===== src/rtl/shift_add_multiplier.sv =====
// shift_add_multiplier
//   Sequential unsigned WIDTH x WIDTH shift-and-add multiplier controller.
//   It drives an external combinational WIDTH-bit ripple adder and folds the
//   adder's sum/carry back into an {A,Q} register pair. One add-and-shift is
//   done per cycle, and the 2*WIDTH product is ready WIDTH edges after a start
//   is accepted.
//
//   Optional build macro: MUL_ADDER_CHECK_EN
//     When defined, every RUN cycle compares the adder's result against an
//     internal reference add. Any mismatch sets adder_err, which stays set
//     until reset. When undefined, no comparator is built and adder_err is
//     tied low.
//
// Ports
//   clk           rising-edge clock
//   rst           asynchronous, active-high reset
//   start         request a new multiply; sampled only in IDLE or DONE
//   multiplicand  operand M, captured on the accepting edge
//   multiplier    operand Q, captured on the accepting edge
//   busy          high while in RUN
//   done          one-cycle pulse: product was just updated
//   product       last completed result; holds until the next completion
//   add_a         adder operand a (= A)
//   add_b         adder operand b (= Q[0] ? M : 0)
//   add_sum       adder sum
//   add_cout      adder carry-out
//   adder_err     sticky adder-check flag (always 0 without MUL_ADDER_CHECK_EN)

module shift_add_multiplier #(
  parameter int WIDTH = 4
) (
  input  logic                 clk,
  input  logic                 rst,
  input  logic                 start,
  input  logic [WIDTH-1:0]     multiplicand,
  input  logic [WIDTH-1:0]     multiplier,
  output logic                 busy,
  output logic                 done,
  output logic [2*WIDTH-1:0]   product,
  output logic [WIDTH-1:0]     add_a,
  output logic [WIDTH-1:0]     add_b,
  input  logic [WIDTH-1:0]     add_sum,
  input  logic                 add_cout,
  output logic                 adder_err
);

  localparam int CW = $clog2(WIDTH + 1);

  typedef enum logic [1:0] {
    IDLE = 2'd0,
    RUN  = 2'd1,
    DONE = 2'd2
  } state_t;

  state_t           state;
  logic [WIDTH-1:0] a_reg;
  logic [WIDTH-1:0] q_reg;
  logic [WIDTH-1:0] m_reg;
  logic [CW-1:0]    count;

  // One add-and-shift-right step: the adder carry lands in A's MSB.
  logic [2*WIDTH-1:0] next_aq;
  assign next_aq = {add_cout, add_sum, q_reg[WIDTH-1:1]};

  assign add_a = a_reg;
  assign add_b = q_reg[0] ? m_reg : '0;

  always_ff @(posedge clk or posedge rst) begin
    if (rst) begin
      state   <= IDLE;
      a_reg   <= '0;
      q_reg   <= '0;
      m_reg   <= '0;
      count   <= '0;
      product <= '0;
      busy    <= 1'b0;
      done    <= 1'b0;
    end else begin
      case (state)
        IDLE, DONE: begin
          done <= 1'b0;
          if (start) begin
            m_reg <= multiplicand;
            q_reg <= multiplier;
            a_reg <= '0;
            count <= CW'(WIDTH);
            busy  <= 1'b1;
            state <= RUN;
          end else begin
            busy  <= 1'b0;
            state <= IDLE;
          end
        end

        RUN: begin
          count <= count - CW'(1);
          if (count == CW'(1)) begin
            // Last iteration: publish the result. A is cleared so the
            // adder sees A=0 while idle; Q keeps its final value.
            product <= next_aq;
            q_reg   <= next_aq[WIDTH-1:0];
            a_reg   <= '0;
            done    <= 1'b1;
            busy    <= 1'b0;
            state   <= DONE;
          end else begin
            {a_reg, q_reg} <= next_aq;
          end
        end

        default: begin
          state <= IDLE;
          busy  <= 1'b0;
          done  <= 1'b0;
        end
      endcase
    end
  end

`ifdef MUL_ADDER_CHECK_EN
  logic [WIDTH:0] ref_sum;
  assign ref_sum = {1'b0, add_a} + {1'b0, add_b};

  always_ff @(posedge clk or posedge rst) begin
    if (rst) begin
      adder_err <= 1'b0;
    end else if (state == RUN && {add_cout, add_sum} != ref_sum) begin
      adder_err <= 1'b1;
    end
  end
`else
  assign adder_err = 1'b0;
`endif

endmodule


===== config.mk =====
export PLATFORM = sky130hd
export DESIGN_NAME = shift_add_multiplier
export DESIGN_NICKNAME = d
export VERILOG_FILES = /design/src/rtl/shift_add_multiplier.sv
export SDC_FILE = /design/constraint.sdc
export NUM_CORES = 1
export LEC_CHECK = 0
export ABC_CLOCK_PERIOD_IN_PS = 1930
export CAP_MARGIN = 20
export CORE_MARGIN = 1.5
export CORE_UTILIZATION = 35
export CTS_CLUSTER_SIZE = 40
export DETAILED_ROUTE_END_ITERATION = 12
export PLACE_DENSITY = 0.66
export REMOVE_ABC_BUFFERS = 1
export SETUP_SLACK_MARGIN = 0.5
export SKIP_CTS_REPAIR_TIMING = 1
export SYNTH_ARGS = -nofsm -noshare
export SYNTH_HDL_FRONTEND = slang
export SYNTH_SLANG_ARGS = --single-unit

===== constraint.sdc =====
create_clock -name clk -period 1.93 [get_ports clk]
set_input_delay 0.2895 -clock clk [delete_from_list [all_inputs] [get_ports clk]]
set_output_delay 0.2895 -clock clk [all_outputs]
set_load 0.005 [all_outputs]

==> results of run 1 <==
-- per-layer routing --
layer	up-vias	track usage
met2	13	0.216
li1	383	-
met5	-	0
met1	389	0.188
met3	2	0.0189
met4	0	0.0365
-- power groups by stage --
stage          Sequential [W]  Combinational [W]  Clock [W]
6_report              0.00103            0.00129   0.000239
5_1_grt               0.00107            0.00142   0.000269
4_1_cts               0.00104            0.00121   0.000248
3_5_place_dp          0.00105            0.00121          0
3_3_place_gp          0.00104            0.00118          0
2_1_floorplan         0.00102           0.000642          0
-- tightest hold or removal path, cell delays in order --
cell	delay, ns
sky130_fd_sc_hd__clkdlybuf4s50_1	0.41
sky130_fd_sc_hd__inv_1	0.06
sky130_fd_sc_hd__buf_4	0.32
-- area by class of cell --
class,count,area share
clock buffer,3,0.0132
clock inverter,1,0.00294
inverter,7,0.0154
multi-input combinational,49,0.261
sequential,27,0.398
tap,46,0.0338
timing repair buffer,44,0.276
-- synthesized netlist by cell type, drive strengths merged (2+ instances only) --
master,count
a21oi,5
buf,5
mux2,12
inv,7
o21ai,2
and2,5
nor2b,2
nand2b,3
dfrtp,27
ha,2
nor2,4
o22ai,4
a22o,4
-- cells by family after synthesis --
kind of cell,share of synthesized area
AO/OA/AOI/OAI,0.102
adder cells (fa/ha/maj),0.0209
buffers and inverters,0.0649
flip-flops,0.565
AND/OR/NAND/NOR,0.106
multiplexers,0.138
other,0.00314
-- final timing paths --
kind | from | end | slack [ns]
max | q_reg[0]$_DFFE_PP0P_ | add_b[1] | 0.44
min | rst | m_reg[2]$_DFFE_PP0P_ | 0.33
max reg2reg | count[1]$_DFFE_PP0P_ | product[5]$_DFFE_PP0P_ | 0.48
min reg2reg | m_reg[2]$_DFFE_PP0P_ | m_reg[2]$_DFFE_PP0P_ | 0.50
max in group asynchronous | rst | q_reg[0]$_DFFE_PP0P_ | 1.33
min in group clk | m_reg[2]$_DFFE_PP0P_ | m_reg[2]$_DFFE_PP0P_ | 0.50
-- placed cells by master (no fill, tap or decap), types with 2 or more instances in the layout --
cell type and count:
sky130_fd_sc_hd__nor2b_4 2, sky130_fd_sc_hd__and2_1 3, sky130_fd_sc_hd__and2_4 2, sky130_fd_sc_hd__buf_4 10
sky130_fd_sc_hd__mux2_1 3, sky130_fd_sc_hd__a22o_1 4, sky130_fd_sc_hd__mux2_4 8, sky130_fd_sc_hd__clkbuf_4 3
sky130_fd_sc_hd__a21oi_1 5, sky130_fd_sc_hd__dlymetal6s2s_1 18, sky130_fd_sc_hd__inv_1 6, sky130_fd_sc_hd__nor2_1 3
sky130_fd_sc_hd__o21ai_0 2, sky130_fd_sc_hd__ha_1 2, sky130_fd_sc_hd__dfrtp_1 26, sky130_fd_sc_hd__o22ai_1 4
sky130_fd_sc_hd__clkdlybuf4s50_1 15
-- stage by stage --
stage          cells  power [W]  worst slack (ns)   util
6_report         177    0.00256             0.441  0.514
5_1_grt          177    0.00275             0.384  0.514
4_1_cts          168    0.00250             0.215  0.475
3_5_place_dp     164    0.00226             0.303  0.467
3_3_place_gp     164    0.00222             0.362  0.467
2_1_floorplan     83    0.00166             0.435      -
==> out/qor.yml, run 1 <==
fraction_of_power_spent_switching_nets: 0.319
pwr-share-clk: 0.093
ys_types: 28
share_seq_of_total_power: 0.403
critical_path.top_delay_family: "flip-flops"
timing.max_cap.violations: 0
power_frac_comb: 0.503
critical_path_depth: 3
worst_path_max_delay_cell: "sky130_fd_sc_hd__dfrtp_2"
design.final.nets: 150
largest_cells_by_area_after_synthesis: "sky130_fd_sc_hd__dfrtp_1, sky130_fd_sc_hd__mux2_4, sky130_fd_sc_hd__a22o_1, sky130_fd_sc_hd__mux2_1, sky130_fd_sc_hd__nor2b_4"
timing.critical_path.fanout_max: 4
outcome: "completed"
total_leakage_power_nw: 0.950
critical-path-max-stage-delay_ns: 0.45
crit_path_cell_trace: "buf_4, and2_1, dlymetal6s2s_1"
post_synth.cell_area_avg_um2: 13.6
synthArstFlopShare: 1.00
place.port_buffers: 33
path_clk_slew_ns: 0.14
filler_cell_count: 313
synth-seq-cells: 27
globalRoute.totalOverflow: 0
globalRouteTotalUtil: 0.133
number_of_cells_on_the_worst_reg_to_reg_path: 6
period_share: 0.771
grt_first_pass_wirelength_um: 3670
seq_area_um2: 677
post_drt_wl_per_cell_um: 13.7
synth_edf_count: 0
ant_nets: 0
dieWidth_um: 61.4
worstSetupStartpointType: "flop"
cts_tree: "done"
cell_area_reported_after_detailed_placement_um2: 1550
hold_slack_ns: 0.329
post_synth_instance_area_um2: 1190
detailedRoute.firstPassIterationCount: 4
clock_tree.buffer_depth: 2
die_span_y_um: 61.4
grt_antenna_before_repair: 0
critical_path.endpoint_type: "output pin"
net_switching_w: 0.000816
finalSetupTns_ns: 0
drcViolationCount: 0
grt_start_max_net_pins: 28
crit_type: "reg2out"
non_filler_cell_area_final_um2: 1700
met1_wire_length_um: 1120
setup-violations-final: 0
floorplan.core_area_um2: 3310
final_max_slew_viol_count: 0
clock-root-buffer: "sky130_fd_sc_hd__clkbuf_4"
grt_setup_unrepaired: "yes"
first_global_vias: 734
hold_path.class: "in2async"
highest-signal-layer: "met4"
row_count: 21
via_count: 787
layout-drive-gt1-share: 0.252
drt-total-wl_um: 2430
top_register: "product"
worstPathArrival_ns: 1.20
clock_sink_count: 27
largest_register_ffs: 8
floorplan.initialDensity: 0.361
worstPathBufferInverterCount: 2
count_of_mapped_cells_out_of_synthesis: 88
ys.flop_type: "sky130_fd_sc_hd__dfrtp_1"
vdd_ir_drop_max_uv: 473
finalCriticalPeriod_ns: 1.49
htree_levels: 1
cellPowerDensity_nw_per_um2: 1500
post-synth-top-area-cell: "sky130_fd_sc_hd__dfrtp_1"
viasPerCell: 4.45
synth_top_area_share: 0.565
required_time_reported_for_the_critical_path_endpoint_ns: 1.64
cellInternalPower_w: 0.00174
met2_wirelength_um: 1240
gp_congestion: 0.656
dp.final_hpwl_um: 1660
multi_input_comb_area_um2: 444
diodes: 0
met3WireLength_um: 53
top_level_ports: 35
synth.yosys.seq_area_share: 0.565
worst_skew_pair.late_latency_ns: 0.32
numCtsBuffers: 3
final.setup_skew_ns: 0.00306
detail_route.iter0.violations: 25
die_ar_um2: 3770
max_freq_mhz: 672
synthToLayoutAreaGrowth_pct: 42.5
ys.warnings.count: 0
final_hold_viol_count: 0
(Power assumes the default switching activity.)
==> run 2: changes to the inputs <==
- ABC_CLOCK_PERIOD_IN_PS: 1930 -> 1400
- clock period: 1.93 -> 1.4 ns (I/O delays scaled with it)
==> run 2 against run 1 <==
Effect of this change: the flow now finishes with violations (negative setup slack); hold slack lost 0.11 ns; die area is the same; largest cell class unchanged; largest power group unchanged; worst setup slack lost 0.53 ns; global-route usage grew 0.32 points; critical path depth grew 3; count of clock-buffer cells in the layout is the same.
==> out/qor.yml, run 2 (same netlist as run 1, synthesis figures left out) <==
clock_tree.buffer_depth: 2
finalPower_w: 0.00439
violations: "negative setup slack"
clock-root-buffer: "sky130_fd_sc_hd__clkbuf_4"
outcome: "complete, but fails checks"
die_ar_um2: 3770
finalCriticalPeriod_ns: 1.49
met3WireLength_um: 33
dpl.cell_count: 171
grt_first_pass_wirelength_um: 3750
most_common_cell_after_layout_fill_and_taps_aside: "sky130_fd_sc_hd__dfrtp_1"
diodes: 0
worstSetupStartpointType: "flop"
dp.final_hpwl_um: 1730
row_count: 21
die_span_y_um: 61.4
cts_tree: "done"
hold_slack_ns: 0.223
design.final.nets: 168
final.setup_skew_ns: 0.00429
critical_path.endpoint_type: "flop"
clock_sink_count: 27
required_time_reported_for_the_critical_path_endpoint_ns: 1.62
detailedRoute.firstPassIterationCount: 3
cellPowerDensity_nw_per_um2: 2310
vdd_ir_drop_max_uv: 854
synthToLayoutAreaGrowth_pct: 59.4
period_share: 1.07
worstReg2RegStart: "count[1]$_DFFE_PP0P_"
timing.critical_path.fanout_max: 4
htree_levels: 1
met2_wirelength_um: 1580
numCtsBuffers: 3
first_global_vias: 804
final_setup_margin_ns: -0.0932
critPathLaunch: "count[1]$_DFFE_PP0P_"
cell_area_reported_after_detailed_placement_um2: 1610
largest_register_ffs: 8
final_hold_viol_count: 0
most-common-layout-cells: "sky130_fd_sc_hd__dfrtp_1, sky130_fd_sc_hd__buf_4, sky130_fd_sc_hd__clkdlybuf4s50_1, sky130_fd_sc_hd__mux2_4, sky130_fd_sc_hd__buf_2"
viasPerCell: 4.54
highest-signal-layer: "met4"
worstPathArrival_ns: 1.71
final_max_slew_viol_count: 0
top_register: "product"
gp_congestion: 0.693
globalRouteTotalUtil: 0.136
floorplan.initialDensity: 0.361
worst_skew_pair.late_latency_ns: 0.32
non_filler_cell_area_final_um2: 1900
grt_start_max_net_pins: 28
crit_type: "reg2reg"
place.port_buffers: 33
via_count: 885
post_drt_wl_per_cell_um: 15.1
globalRoute.totalOverflow: 0
setup-violations-final: 9
number_of_cells_on_the_worst_reg_to_reg_path: 6
path_clk_slew_ns: 0.15
grt_setup_unrepaired: "yes"
ant_nets: 0
drt-total-wl_um: 2940
total_leakage_power_nw: 0.902
floorplan.core_area_um2: 3310
top_level_ports: 35
stdcell_count: 195
drcViolationCount: 0
hold_path.class: "in2async"
met1_wire_length_um: 1280
timing.max_cap.violations: 0
max_freq_mhz: 670
layout-drive-gt1-share: 0.577
detail_route.iter0.violations: 32
dieWidth_um: 61.4
grt_antenna_before_repair: 0
[run 2: changes by cell type in the layout (fill, tap and decap cells not counted), moves of 3 or more]
cell	change
sky130_fd_sc_hd__buf_4	+7
sky130_fd_sc_hd__mux2_4	+4
sky130_fd_sc_hd__clkbuf_2	+8
sky130_fd_sc_hd__o22ai_1	-3
sky130_fd_sc_hd__a21oi_2	+5
sky130_fd_sc_hd__a21oi_1	-5
sky130_fd_sc_hd__buf_2	+9
sky130_fd_sc_hd__dlymetal6s2s_1	-18
sky130_fd_sc_hd__mux2_1	-3
sky130_fd_sc_hd__buf_6	+8
[run 2: cell type report]
class,count,area [µm²]
clock buffers,3,22.5
clock inverters,1,7.51
fillers,277,1410
inverters,7,26.3
multi-input cells,50,576
flip-flops and latches,27,677
well taps,46,57.6
repair buffers,61,538
[run 2: through the flow]
stage               TNS, ns  utilization  worst slack, ns
floorplan            -0.759            -          -0.0949
global placement     -0.183        0.487          -0.0328
detailed placement   -0.483        0.487          -0.0559
CTS                   -1.69        0.496           -0.207
global route          -1.02        0.575           -0.126
finish               -0.664        0.575          -0.0932
[run 2: path summary, 6_finish.rpt]
| path | endpoint | slack, ns |
|---|---|---|
| min | m_reg[0]$_DFFE_PP0P_ | 0.22 |
| min reg2reg | m_reg[3]$_DFFE_PP0P_ | 0.53 |
| max | product[1]$_DFFE_PP0P_ | -0.09 |
| max in group asynchronous | state[0]$_DFFE_PP0P_ | 0.90 |
| min in group clk | q_reg[2]$_DFFE_PP0P_ | 0.47 |
| max reg2reg | product[1]$_DFFE_PP0P_ | -0.09 |
[run 2: metal layers]
| layer | global-route usage | vias to the layer above |
|---|---|---|
| met2 | 0.219 | 12 |
| met3 | 0.00630 | 4 |
| met1 | 0.190 | 447 |
| li1 | - | 422 |
| met4 | 0.0669 | 0 |
| met5 | 0 | - |
[run 2: power by group]
part / total, W / switching (W) / internal, W / leakage [nW]
Clock: 0.000335 / 0.000226 / 0.000109 / 0.0139
Sequential: 0.00146 / 0.000292 / 0.00117 / 0.319
Combinational: 0.00260 / 0.000986 / 0.00161 / 0.569
[run 2: critical path, cell delays in order, from the launching register on]
cell,delay (ns)
sky130_fd_sc_hd__dfrtp_1,0.42
sky130_fd_sc_hd__inv_2,0.08
sky130_fd_sc_hd__ha_4,0.11
sky130_fd_sc_hd__nor2b_4,0.13
sky130_fd_sc_hd__nor2b_4,0.20
sky130_fd_sc_hd__clkbuf_16,0.17
sky130_fd_sc_hd__mux2_4,0.29
==> run 3: changes to the inputs <==
- MAX_ROUTING_LAYER: not set -> met4
==> run 3 against run 2 <==
Effect of this change: the flow still finishes with violations (negative setup slack); die area is the same; total power grew 0.11%; worst setup slack lost 0.00072 ns; wire length rose by 0.54%; combinational power about the same; hold slack about the same; maximum frequency is essentially flat; cell area is the same; global-route usage grew 0.43 points.
==> out/qor.yml, run 3 (same netlist as run 1, synthesis figures left out) <==
outcome: "complete, but fails checks"
violations: "negative setup slack"
clock_sink_count: 27
critPathCapture: "product[1]$_DFFE_PP0P_"
globalRoute.totalOverflow: 0
multi_input_comb_area_um2: 576
pwr-share-clk: 0.076
htree_levels: 1
cell_area_reported_after_detailed_placement_um2: 1610
ant_nets: 0
met1_usage: 0.190
finalSetupTns_ns: -0.671
fraction_of_power_spent_switching_nets: 0.343
filler_cell_count: 277
drcViolationCount: 0
critical-path-max-stage-delay_ns: 0.42
die_ar_um2: 3770
share_seq_of_total_power: 0.332
detail_route.iter0.violations: 28
rrSetupSlack_ns: -0.09
cts_tree: "done"
post_drt_wl_per_cell_um: 15.2
max_freq_mhz: 669
dieWidth_um: 61.4
critical_path.endpoint_type: "flop"
layout-drive-gt1-share: 0.577
viasPerCell: 4.56
floorplan.core_area_um2: 3310
vdd_ir_drop_max_uv: 854
gp_congestion: 0.701
total_leakage_power_nw: 0.902
critical_path_depth: 6
path_clk_slew_ns: 0.15
drt-total-wl_um: 2960
power_frac_comb: 0.592
timing.max_cap.violations: 0
row_count: 21
globalRouteMet3Util: 0.00630
place.port_buffers: 33
worstSetupStartpointType: "flop"
most-common-layout-cells: "sky130_fd_sc_hd__dfrtp_1, sky130_fd_sc_hd__buf_4, sky130_fd_sc_hd__clkdlybuf4s50_1, sky130_fd_sc_hd__mux2_4, sky130_fd_sc_hd__buf_2"
via_count: 890
final.setup_skew_ns: 0.00485
grt_busiest_layer: "met2"
grt_antenna_before_repair: 0
timing.critical_path.fanout_max: 4
grt_start_max_net_pins: 28
non_filler_cell_area_final_um2: 1900
critical_path.top_delay_family: "flip-flops"
grt_setup_unrepaired: "yes"
seq_area_um2: 677
worst_path_max_delay_cell: "sky130_fd_sc_hd__dfrtp_1"
globalRouteTotalUtil: 0.141
worstPathArrival_ns: 1.71
cellInternalPower_w: 0.00289
clock-root-buffer: "sky130_fd_sc_hd__clkbuf_4"
worst_skew_pair.late_latency_ns: 0.32
design.final.nets: 168
net_switching_w: 0.00151
critPathLaunch: "count[1]$_DFFE_PP0P_"
hold_path.class: "in2async"
post-route-util: 0.575
detailedRoute.firstPassIterationCount: 3
crit_type: "reg2reg"
numCtsBuffers: 3
diodes: 0
number_of_cells_on_the_worst_reg_to_reg_path: 6
dp.final_hpwl_um: 1730
cp_common_cell: "sky130_fd_sc_hd__nor2b_4"
dpl.cell_count: 171
clock_tree.buffer_depth: 2
most_common_cell_after_layout_fill_and_taps_aside: "sky130_fd_sc_hd__dfrtp_1"
period_share: 1.07
finalCriticalPeriod_ns: 1.49
grt_first_pass_wirelength_um: 3750
crit_path_cell_trace: "inv_2, ha_4, nor2b_4, nor2b_4, clkbuf_16, mux2_4"
final_hold_viol_count: 0
floorplan.initialDensity: 0.361
first_global_vias: 808
cellPowerDensity_nw_per_um2: 2310
top_level_ports: 35
final_setup_margin_ns: -0.0939
die_span_y_um: 61.4
required_time_reported_for_the_critical_path_endpoint_ns: 1.62
stdcell_count: 195
worstReg2RegStart: "count[1]$_DFFE_PP0P_"
worstPathBufferInverterCount: 2
largest_register_ffs: 8
gr_met2_demand_resource: 0.219
setup-violations-final: 9
worst_r2r_endpoint: "product[1]$_DFFE_PP0P_"
synthToLayoutAreaGrowth_pct: 59.4
top_register: "product"
final_max_slew_viol_count: 0
-- run 3: cell counts in the layout (fill, tap and decap cells not counted) --
Identical to the previous run, type by type.
-- run 3: worst min path at each step --
stage,startpoint,to,slack (ns),cells after the start
after global placement,m_reg[1]$_DFFE_PP0P_,m_reg[1]$_DFFE_PP0P_,0.47,1
after floorplan,rst,add_a[0]$_DFFE_PP0P_,0.26,1
after global routing,rst,state[1]$_DFFE_PP0P_,0.29,3
after detailed placement,m_reg[1]$_DFFE_PP0P_,m_reg[1]$_DFFE_PP0P_,0.47,1
final,rst,m_reg[0]$_DFFE_PP0P_,0.22,3
after CTS,rst,count[2]$_DFFE_PP0P_,0.23,3
-- run 3: cell type report --
type | instances | share of cell area
Clock buffer | 3 | 0.0118
Clock inverter | 1 | 0.00394
Inverter | 7 | 0.0138
Multi-Input combinational cell | 50 | 0.302
Sequential cell | 27 | 0.355
Tap cell | 46 | 0.0302
Timing Repair Buffer | 61 | 0.283
-- run 3: power by group through the flow --
stage          Clock, W  Combinational [W]  Sequential, W
6_report       0.000335            0.00260        0.00146
5_1_grt        0.000371            0.00279        0.00149
4_1_cts        0.000343            0.00180        0.00143
3_5_place_dp          0            0.00179        0.00145
3_3_place_gp          0            0.00174        0.00143
2_1_floorplan         0           0.000885        0.00140
-- run 3: metrics by stage --
| step | power [W] | hold slack (ns) | worst slack (ns) |
|---|---|---|---|
| 6_report | 0.00440 | 0.223 | -0.0939 |
| 4_1_cts | 0.00357 | 0.230 | -0.207 |
| 3_3_place_gp | 0.00317 | 0.470 | -0.0328 |
| 5_1_grt | 0.00466 | 0.288 | -0.126 |
| 3_5_place_dp | 0.00324 | 0.475 | -0.0559 |
| 2_1_floorplan | 0.00229 | 0.263 | -0.0949 |
-- run 3: worst min-delay path, delay by kind of cell --
family / cells / cell delay, ns
buf+inv: 3 / 0.75
-- run 3: metal layers --
layer	vias to the layer above	wire, µm
met5	-	0
met4	0	50
met3	4	33
met2	12	1580
met1	452	1300
li1	422	-
